--- config.mk ---
export PLATFORM = sky130hd
export DESIGN_NAME = sprite_blit
export DESIGN_NICKNAME = d
export VERILOG_FILES = /design/src/rtl/sprite_blit.sv
export SDC_FILE = /design/constraint.sdc
export NUM_CORES = 1
export LEC_CHECK = 0
export BUFFER_PORTS_ARGS = -buffer_cell sky130_fd_sc_hd__buf_2
export CAP_MARGIN = 0
export CORE_MARGIN = 2
export CORE_UTILIZATION = 27
export DETAILED_ROUTE_END_ITERATION = 6
export PLACE_DENSITY_LB_ADDON = 0.2
export SLEW_MARGIN = 20
export SYNTH_ARGS = -nofsm -noshare
export SYNTH_HDL_FRONTEND = slang
export SYNTH_SLANG_ARGS = --single-unit
--- constraint.sdc ---
create_clock -name clk -period 4.9 [get_ports clk]
set_input_delay 0.49 -clock clk [delete_from_list [all_inputs] [get_ports clk]]
set_output_delay 0.49 -clock clk [all_outputs]
set_load 0.005 [all_outputs]
--- src/rtl/sprite_blit.sv ---
// Sprite blitter: walks a 32x32 sprite through a fixed-latency ROM and writes the
// non-transparent, on-screen pixels into the framebuffer.
//   state | meaning
//   IDLE  | ready for a request
//   START | one-cycle kick of the coordinate counter
//   RUN   | coordinates arrive, ROM reads issued
//   DRAIN | ROM pipeline empties, done on the last cycle
module sprite_blit #(
    parameter int ROM_LAT = 2,
    parameter int SCR_W   = 640,
    parameter int SCR_H   = 480
) (
    input  logic        clk,
    input  logic        rst,
    input  logic        req_valid,
    output logic        req_ready,
    input  logic [3:0]  req_id,
    input  logic [10:0] req_x,
    input  logic [10:0] req_y,
    output logic        nxt_sprt,
    input  logic        fb_en,
    input  logic        nxt,
    input  logic [4:0]  sprite_x,
    input  logic [4:0]  sprite_y,
    output logic [13:0] rom_addr,
    input  logic [3:0]  rom_data,
    output logic        fb_we,
    output logic [18:0] fb_addr,
    output logic [3:0]  fb_data,
    output logic        busy,
    output logic        done
);

    typedef enum logic [1:0] {IDLE, START, RUN, DRAIN} state_t;

    localparam logic signed [11:0] SCR_W_S = 12'(SCR_W);
    localparam logic signed [11:0] SCR_H_S = 12'(SCR_H);

    state_t      state, state_nxt;
    logic [3:0]  id_q;
    logic [10:0] x_q, y_q;
    logic [2:0]  drain_cnt;
    logic        push;

    logic                  pv [ROM_LAT];
    logic [4:0]            px [ROM_LAT];
    logic [4:0]            py [ROM_LAT];
    logic signed [11:0]    sx, sy;
    logic                  on_scr;
    logic                  wr;
    logic [18:0]           addr_c;

    always_ff @(posedge clk) begin
        if (rst) begin
            state     <= IDLE;
            id_q      <= '0;
            x_q       <= '0;
            y_q       <= '0;
            drain_cnt <= '0;
        end else begin
            state <= state_nxt;
            if (state == IDLE && req_valid) begin
                id_q <= req_id;
                x_q  <= req_x;
                y_q  <= req_y;
            end
            // Down-counter: loaded while running so DRAIN lasts ROM_LAT+1 cycles.
            if (state == RUN)
                drain_cnt <= 3'(ROM_LAT);
            else if (state == DRAIN && drain_cnt != 3'd0)
                drain_cnt <= drain_cnt - 3'd1;
        end
    end

    always_comb begin
        state_nxt = state;
        req_ready = 1'b0;
        nxt_sprt  = 1'b0;
        done      = 1'b0;
        push      = 1'b0;
        rom_addr  = '0;
        case (state)
            IDLE: begin
                req_ready = 1'b1;
                if (req_valid) state_nxt = START;
            end
            START: begin
                nxt_sprt  = 1'b1;
                state_nxt = RUN;
            end
            RUN: begin
                if (fb_en) begin
                    push     = 1'b1;
                    rom_addr = {id_q, sprite_y, sprite_x};
                    if (nxt) state_nxt = DRAIN;
                end
            end
            DRAIN: begin
                if (drain_cnt == 3'd0) begin
                    done      = 1'b1;
                    state_nxt = IDLE;
                end
            end
            default: state_nxt = IDLE;
        endcase
    end

    assign busy = (state != IDLE);

    // Coordinate pipeline matched to the ROM latency; bubbles travel as invalid.
    always_ff @(posedge clk) begin
        if (rst) begin
            for (int i = 0; i < ROM_LAT; i++) begin
                pv[i] <= 1'b0;
                px[i] <= '0;
                py[i] <= '0;
            end
        end else begin
            pv[0] <= push;
            px[0] <= sprite_x;
            py[0] <= sprite_y;
            for (int i = 1; i < ROM_LAT; i++) begin
                pv[i] <= pv[i-1];
                px[i] <= px[i-1];
                py[i] <= py[i-1];
            end
        end
    end

    assign sx = $signed({x_q[10], x_q}) + $signed({7'b0, px[ROM_LAT-1]});
    assign sy = $signed({y_q[10], y_q}) + $signed({7'b0, py[ROM_LAT-1]});

    assign on_scr = (sx >= 0) && (sx < SCR_W_S) && (sy >= 0) && (sy < SCR_H_S);
    assign wr     = pv[ROM_LAT-1] && on_scr && (rom_data != 4'd0);
    assign addr_c = 19'(sy[10:0]) * 19'(SCR_W) + 19'(sx[10:0]);

    always_ff @(posedge clk) begin
        if (rst) begin
            fb_we   <= 1'b0;
            fb_addr <= '0;
            fb_data <= '0;
        end else begin
            fb_we <= wr;
            if (wr) begin
                fb_addr <= addr_c;
                fb_data <= rom_data;
            end
        end
    end

endmodule

Yosys cells after proc, flatten, opt, wreduce, memory -nomap -nowiden
Memories as Yosys holds them, arrays and structs flattened.
Index checks and enable logic that the tools add are counted.
{"block": "word_totals", "ff_bits": 55, "mem_bits_rw": 22, "elab_cells": 73, "out_inout_bits": 42, "memories": 3, "input_bits": 45}
{"name": "px", "depth": 2, "width": 5, "rd": 2, "rd_clocked_by_memory_dff": 0, "wr": 2, "line_no": "46", "text": "logic [4:0] px [ROM_LAT];"}
{"name": "py", "depth": 2, "width": 5, "rd": 2, "rd_clocked_by_memory_dff": 0, "wr": 2, "line_no": "47", "text": "logic [4:0] py [ROM_LAT];"}
{"name": "pv", "depth": 2, "width": 1, "rd": 2, "rd_clocked_by_memory_dff": 0, "wr": 2, "line_no": "45", "text": "logic pv [ROM_LAT];"}
{"block": "classes", "bitwise_logic": 6, "addsub": 4, "n_reduce_logical": 15, "n_eq_ne": 7, "mux": 24, "order_cmp": 4, "mul": 1}
{"cell": "two-way mux 14 bit", "n": 2}
{"cell": "adder 11 x 6 -> 12 bit", "n": 2}
{"cell": "greater-or-equal comparator 12 x 1 -> 1 bit (second input constant)", "n": 2}
{"cell": "two-way mux 5 bit", "n": 4}
{"cell": "adder 19 x 11 -> 19 bit", "n": 1}
{"cell": "< comparator 12 x 10 -> 1 bit (second input constant)", "n": 1}
{"cell": "< comparator 12 x 11 -> 1 bit (second input constant)", "n": 1}
{"cell": "multiplier 11 x 3 -> 12 bit (second input constant)", "n": 1}
{"cell": "two-way mux 2 bit", "n": 6}
{"cell": "two-way mux 1 bit", "n": 11}
{"cell": "one-hot mux 2 bit (4 select lines)", "n": 1}
{"cell": "logical AND 1 bit", "n": 7}
{"cell": "!= test 2 bit (second input constant)", "n": 3}
{"cell": "bitwise OR 1 bit", "n": 6}
{"cell": "equality test 2 bit (second input constant)", "n": 2}
{"cell": "AND reduction 4 bit", "n": 1}
{"cell": "nonzero test 2 bit", "n": 2}
{"cell": "nonzero test 4 bit", "n": 1}
{"cell": "zero test 3 bit", "n": 1}
{"cell": "nonzero test 3 bit", "n": 1}
{"cell": "subtractor 3 x 1 -> 3 bit (second input constant)", "n": 1}
{"cell": "equality test 2 x 1 -> 1 bit (second input constant)", "n": 1}
{"cell": "zero test 2 bit", "n": 1}
{"cell": "!= test 2 x 1 -> 1 bit (second input constant)", "n": 1}
{"cell": "OR reduction 2 bit", "n": 1}

Longest topological paths before layout
An unclocked memory read counts as a cell.
{"block": "depth", "ltp_word": 8, "ltp_mapped": 16}

Worst setup path before layout
No wires, ideal clock.
{"block": "synth_path", "path_type": "reg-to-reg", "start": "register y_q[0]", "end": "register fb_addr[18]", "slack_ns": 1.129, "setup_ns": 0.088, "period_less_slack_ns": 3.771, "arrival_ns": 3.683, "stages_incl_launch_ff": 17, "t_required_ns": 4.812, "path_cell_list": "dfxtp_1 > ha_1 > inv_1 > fa_1 > nor2b_1 > o31a_1 > o21ai_1 > xnor2_1 > ha_1 > ha_1 > o21a_1 > o31a_1 > o31a_1 > o21a_1 > a211o_1 > a21o_1 > a311oi_2"}
{"block": "synth_between", "elab_chain_len": 6, "elab_cells_between_ends": 9}
{"element": "start, declared", "line_no": "41", "text": "logic [10:0] x_q, y_q;"}
{"element": "start signal, assigned", "line_no": "65", "text": "y_q <= req_y;"}
{"element": "adder 11 x 6 -> 12 bit *", "line_no": "131", "text": "assign sy = $signed({y_q[10], y_q}) + $signed({7'b0, py[ROM_LAT-1]});"}
{"element": "parallel branches: the longest is 5 deep, another holds adder 19 x 11 -> 19 bit"}
{"element": "end signal, assigned", "line_no": "145", "text": "fb_addr <= addr_c;"}
{"element": "end, declared", "line_no": "28", "text": "output logic [18:0] fb_addr,"}
Mark *: on every way between the ends.
A chain may end at the register's enable or synchronous reset.

Worst setup path after layout
Ends and elaborated chain as after synthesis.

==> results.txt <==
Status -> complete, no violations
Largest net degree at the start of global routing -> 78
Resized cells post-CTS -> 0
CTS buffer count -> 9
Leak -> 2.287 nW
RSZ-0062 raised after global routing -> false
R2R cell count -> 16
Crit path max fanout -> 4
Slew Viols, Final -> 0
RR Startpoint -> y_q[0]
Mapped Area -> 4567 um^2
Min-delay worst type -> input port to flip-flop
Max-cap violations -> 0
FF+latch count, synth -> 77
CTS sink cnt -> 77
Kind of critical path -> flip-flop to flip-flop
Finished Layout Cells -> 807
Ports -> 87
Setup tns final -> 0 ns
Flop2flop setup slack -> 0.77 ns
N_diodes -> 0
Post-DP HPWL -> 8.383 mm
Fillers -> 1758
Global route overflow -> 0
Worst setup SP type -> flip-flop
Hold depth -> 2
CTS max path bufs -> 2
Port Buffers -> 86
R2r endpoint -> fb_addr[18]
EDFF count, synth -> 0
Synth async-reset ratio -> 0%
Number of remaining DRC errors -> 0
Yosys cell types -> 62
Cell area power density -> 425.2 nW/um^2
Layout cell share with drive strength beyond 1 -> 23.68%
Root buffer cell -> clkbuf_16
Worst skew pair latency -> 0.35 ns
Total track usage -> 13.01%
Drt pass-1 iters -> 5
CTS tree -> yes
Fmax achieved -> 242.3 MHz
CTS H-tree depth -> 3
Layout Skew -> 0.007417 ns
RD Place Congestion -> 0.7979
Slew HR -> 27.75%
Mapped Nets -> 599
Slew @ Worst Pin -> 1.080 ns
Setup crit end kind -> flip-flop
Cells after DPL -> 791
Fin nets -> 668
Number of global-route vias before repair -> 3806
Hold violation total from the final report -> 0
Initial cell density of the core -> 27.54%
Final wirelength -> 11.29 mm
Chip width -> 134.1 um
Hold endpoint -> px[0][0]
DIE HEIGHT -> 134.1 um
DRT iter0 DRCs -> 175
HP Start -> sprite_x[0]
Min cycle time layout -> 4.128 ns
Final setup fails -> 0
WP data arrival -> 4.38 ns
Vias -> 3826
Die ar. -> 17970 um^2
Antenna violations before repair -> 0
Post-DRT Antenna Nets -> 0
FP Rows -> 47
Post-CTS Setup Bufs -> 0
WHS -> 0.3674 ns
Final Cycle Share -> 84.24%
Req. time, crit path -> 5.15 ns
CTS clk-pin slew, worst paths -> 0.07 ns
Synth warnings -> 0
Sequential cell area fraction in the yosys report -> 33.75%
Core area -> 16580 um^2
Most used DFF post-synth -> dfxtp_1
VDD IR max -> 0.0002273 V
Final Util -> 32.67%
Area delta synth->final -> 18.63%
CTS hold repair buffers -> 0
Global-route wire length before repair -> 18.70 mm
Cells after Synth -> 513
Syn avg cell area -> 8.902 um^2
Drt wl/cell -> 13.99 um
Vias per cell -> 4.741
## kinds of logic after synthesis
logic type      after synthesis  share of synthesized area (%)
compound gates              149                          24.30
xor+xnor                     25                          4.959
fa+ha+maj                    41                          11.89
buf+inv                      54                          6.055
flops                        77                          33.75
simple gates                167                          19.04
## stage by stage
stage / setup slack [ns] / power, mW / cell area, um^2
after floorplan: 1.129 / 1.409 / 4567
after global placement: 0.9056 / 1.611 / 5101
after detailed placement: 0.8314 / 1.615 / 5101
after CTS: 0.7777 / 2.336 / 5418
after global routing: 0.4708 / 2.480 / 5418
final: 0.7725 / 2.303 / 5418
## cells in the mapped netlist, types with 9 or more instances
cell	n	share of area, %
ha_1	37	10
nor2b_1	27	3.7
and3_1	15	2.1
nand4_1	14	1.9
nand2_1	67	5.5
xnor2_1	17	3.3
o21ai_0	12	1.3
a31oi_1	11	1.5
nor2_1	16	1.3
dfxtp_1	77	34
a211oi_1	9	1.5
a211oi_2	9	2.5
o31ai_2	9	2.5
a21oi_1	49	5.4
inv_1	24	2.0
clkbuf_1	14	1.2
## placed cells by master (no fill, tap or decap), types with 2 or more instances in the layout
cell type,count
o31a_1,4
a21o_1,6
nor3_1,6
buf_4,2
o31ai_2,9
o21ai_1,4
a211oi_2,9
fa_1,4
clkbuf_16,9
a211o_1,3
a31oi_1,11
inv_1,24
buf_2,86
xor2_1,7
nand4_1,14
a211oi_1,9
o41ai_1,2
nor3b_1,5
nor2b_1,27
o211ai_1,3
ha_1,37
and3_1,15
clkbuf_8,2
o21bai_1,2
o31ai_1,3
inv_6,2
nand2_1,67
xnor2_1,17
or3_1,3
nand3_1,3
dfxtp_1,77
nor2_1,16
or2_2,2
o21a_1,7
o21ai_0,12
o2111ai_1,2
a21oi_1,49
## cell type report
cell class / count / area, um^2 / share of cell area, %
clock inverter: 5 / 63.81 / 1.178
clock buffer: 11 / 252.7 / 4.665
sequential: 77 / 1541 / 28.45
tap: 220 / 275.3 / 5.081
timing repair buffer: 88 / 445.4 / 8.222
inverter: 24 / 90.09 / 1.663
multi-input combinational: 382 / 2749 / 50.74
## per-layer routing
| layer | track usage [%] | wire length (um) | share of wire [%] |
|---|---|---|---|
| met1 | 16.39 | 5193 | 46 |
| met5 | 0 | 0 | 0 |
| met2 | 21.85 | 5496 | 49 |
| met4 | 3.158 | 118 | 1.0 |
| met3 | 3.930 | 484 | 4.3 |
## worst max path at each step
| stage | startpoint | to | slack, ns |
|---|---|---|---|
| 6_report | y_q[0] | fb_addr[18] | 0.77 |
| 5_1_grt | y_q[0] | fb_addr[18] | 0.47 |
| 4_1_cts | y_q[0] | fb_addr[18] | 0.78 |
| 3_5_place_dp | y_q[0] | fb_addr[18] | 0.83 |
| 3_3_place_gp | y_q[0] | fb_addr[18] | 0.91 |
| 2_1_floorplan | y_q[0] | fb_addr[18] | 1.13 |
## worst max-delay path: stages, from the launching register on
cell	delay, ns
dfxtp_1	0.34
ha_1	0.21
inv_1	0.07
fa_1	0.40
nor2b_1	0.16
o31a_1	0.22
o21ai_1	0.09
xnor2_1	0.43
ha_1	0.33
ha_1	0.35
o21a_1	0.20
o31a_1	0.12
o31a_1	0.26
o21a_1	0.18
a211o_1	0.25
a21o_1	0.19
a311oi_2	0.23
## sequential cells by signal, indices dropped and copies added, names as in the netlist, 3 cells and up
signal,flops
fb_data,4
py,10
fb_addr,19
y_q,11
drain_cnt,3
px,10
id_q,4
x_q,11
## power by group
part,internal [mW],switching [mW]
combinational,0.332,0.511
clock,0.427,0.278
sequential,0.695,0.0616
No activity file was read; power rests on OpenSTA's default activity.
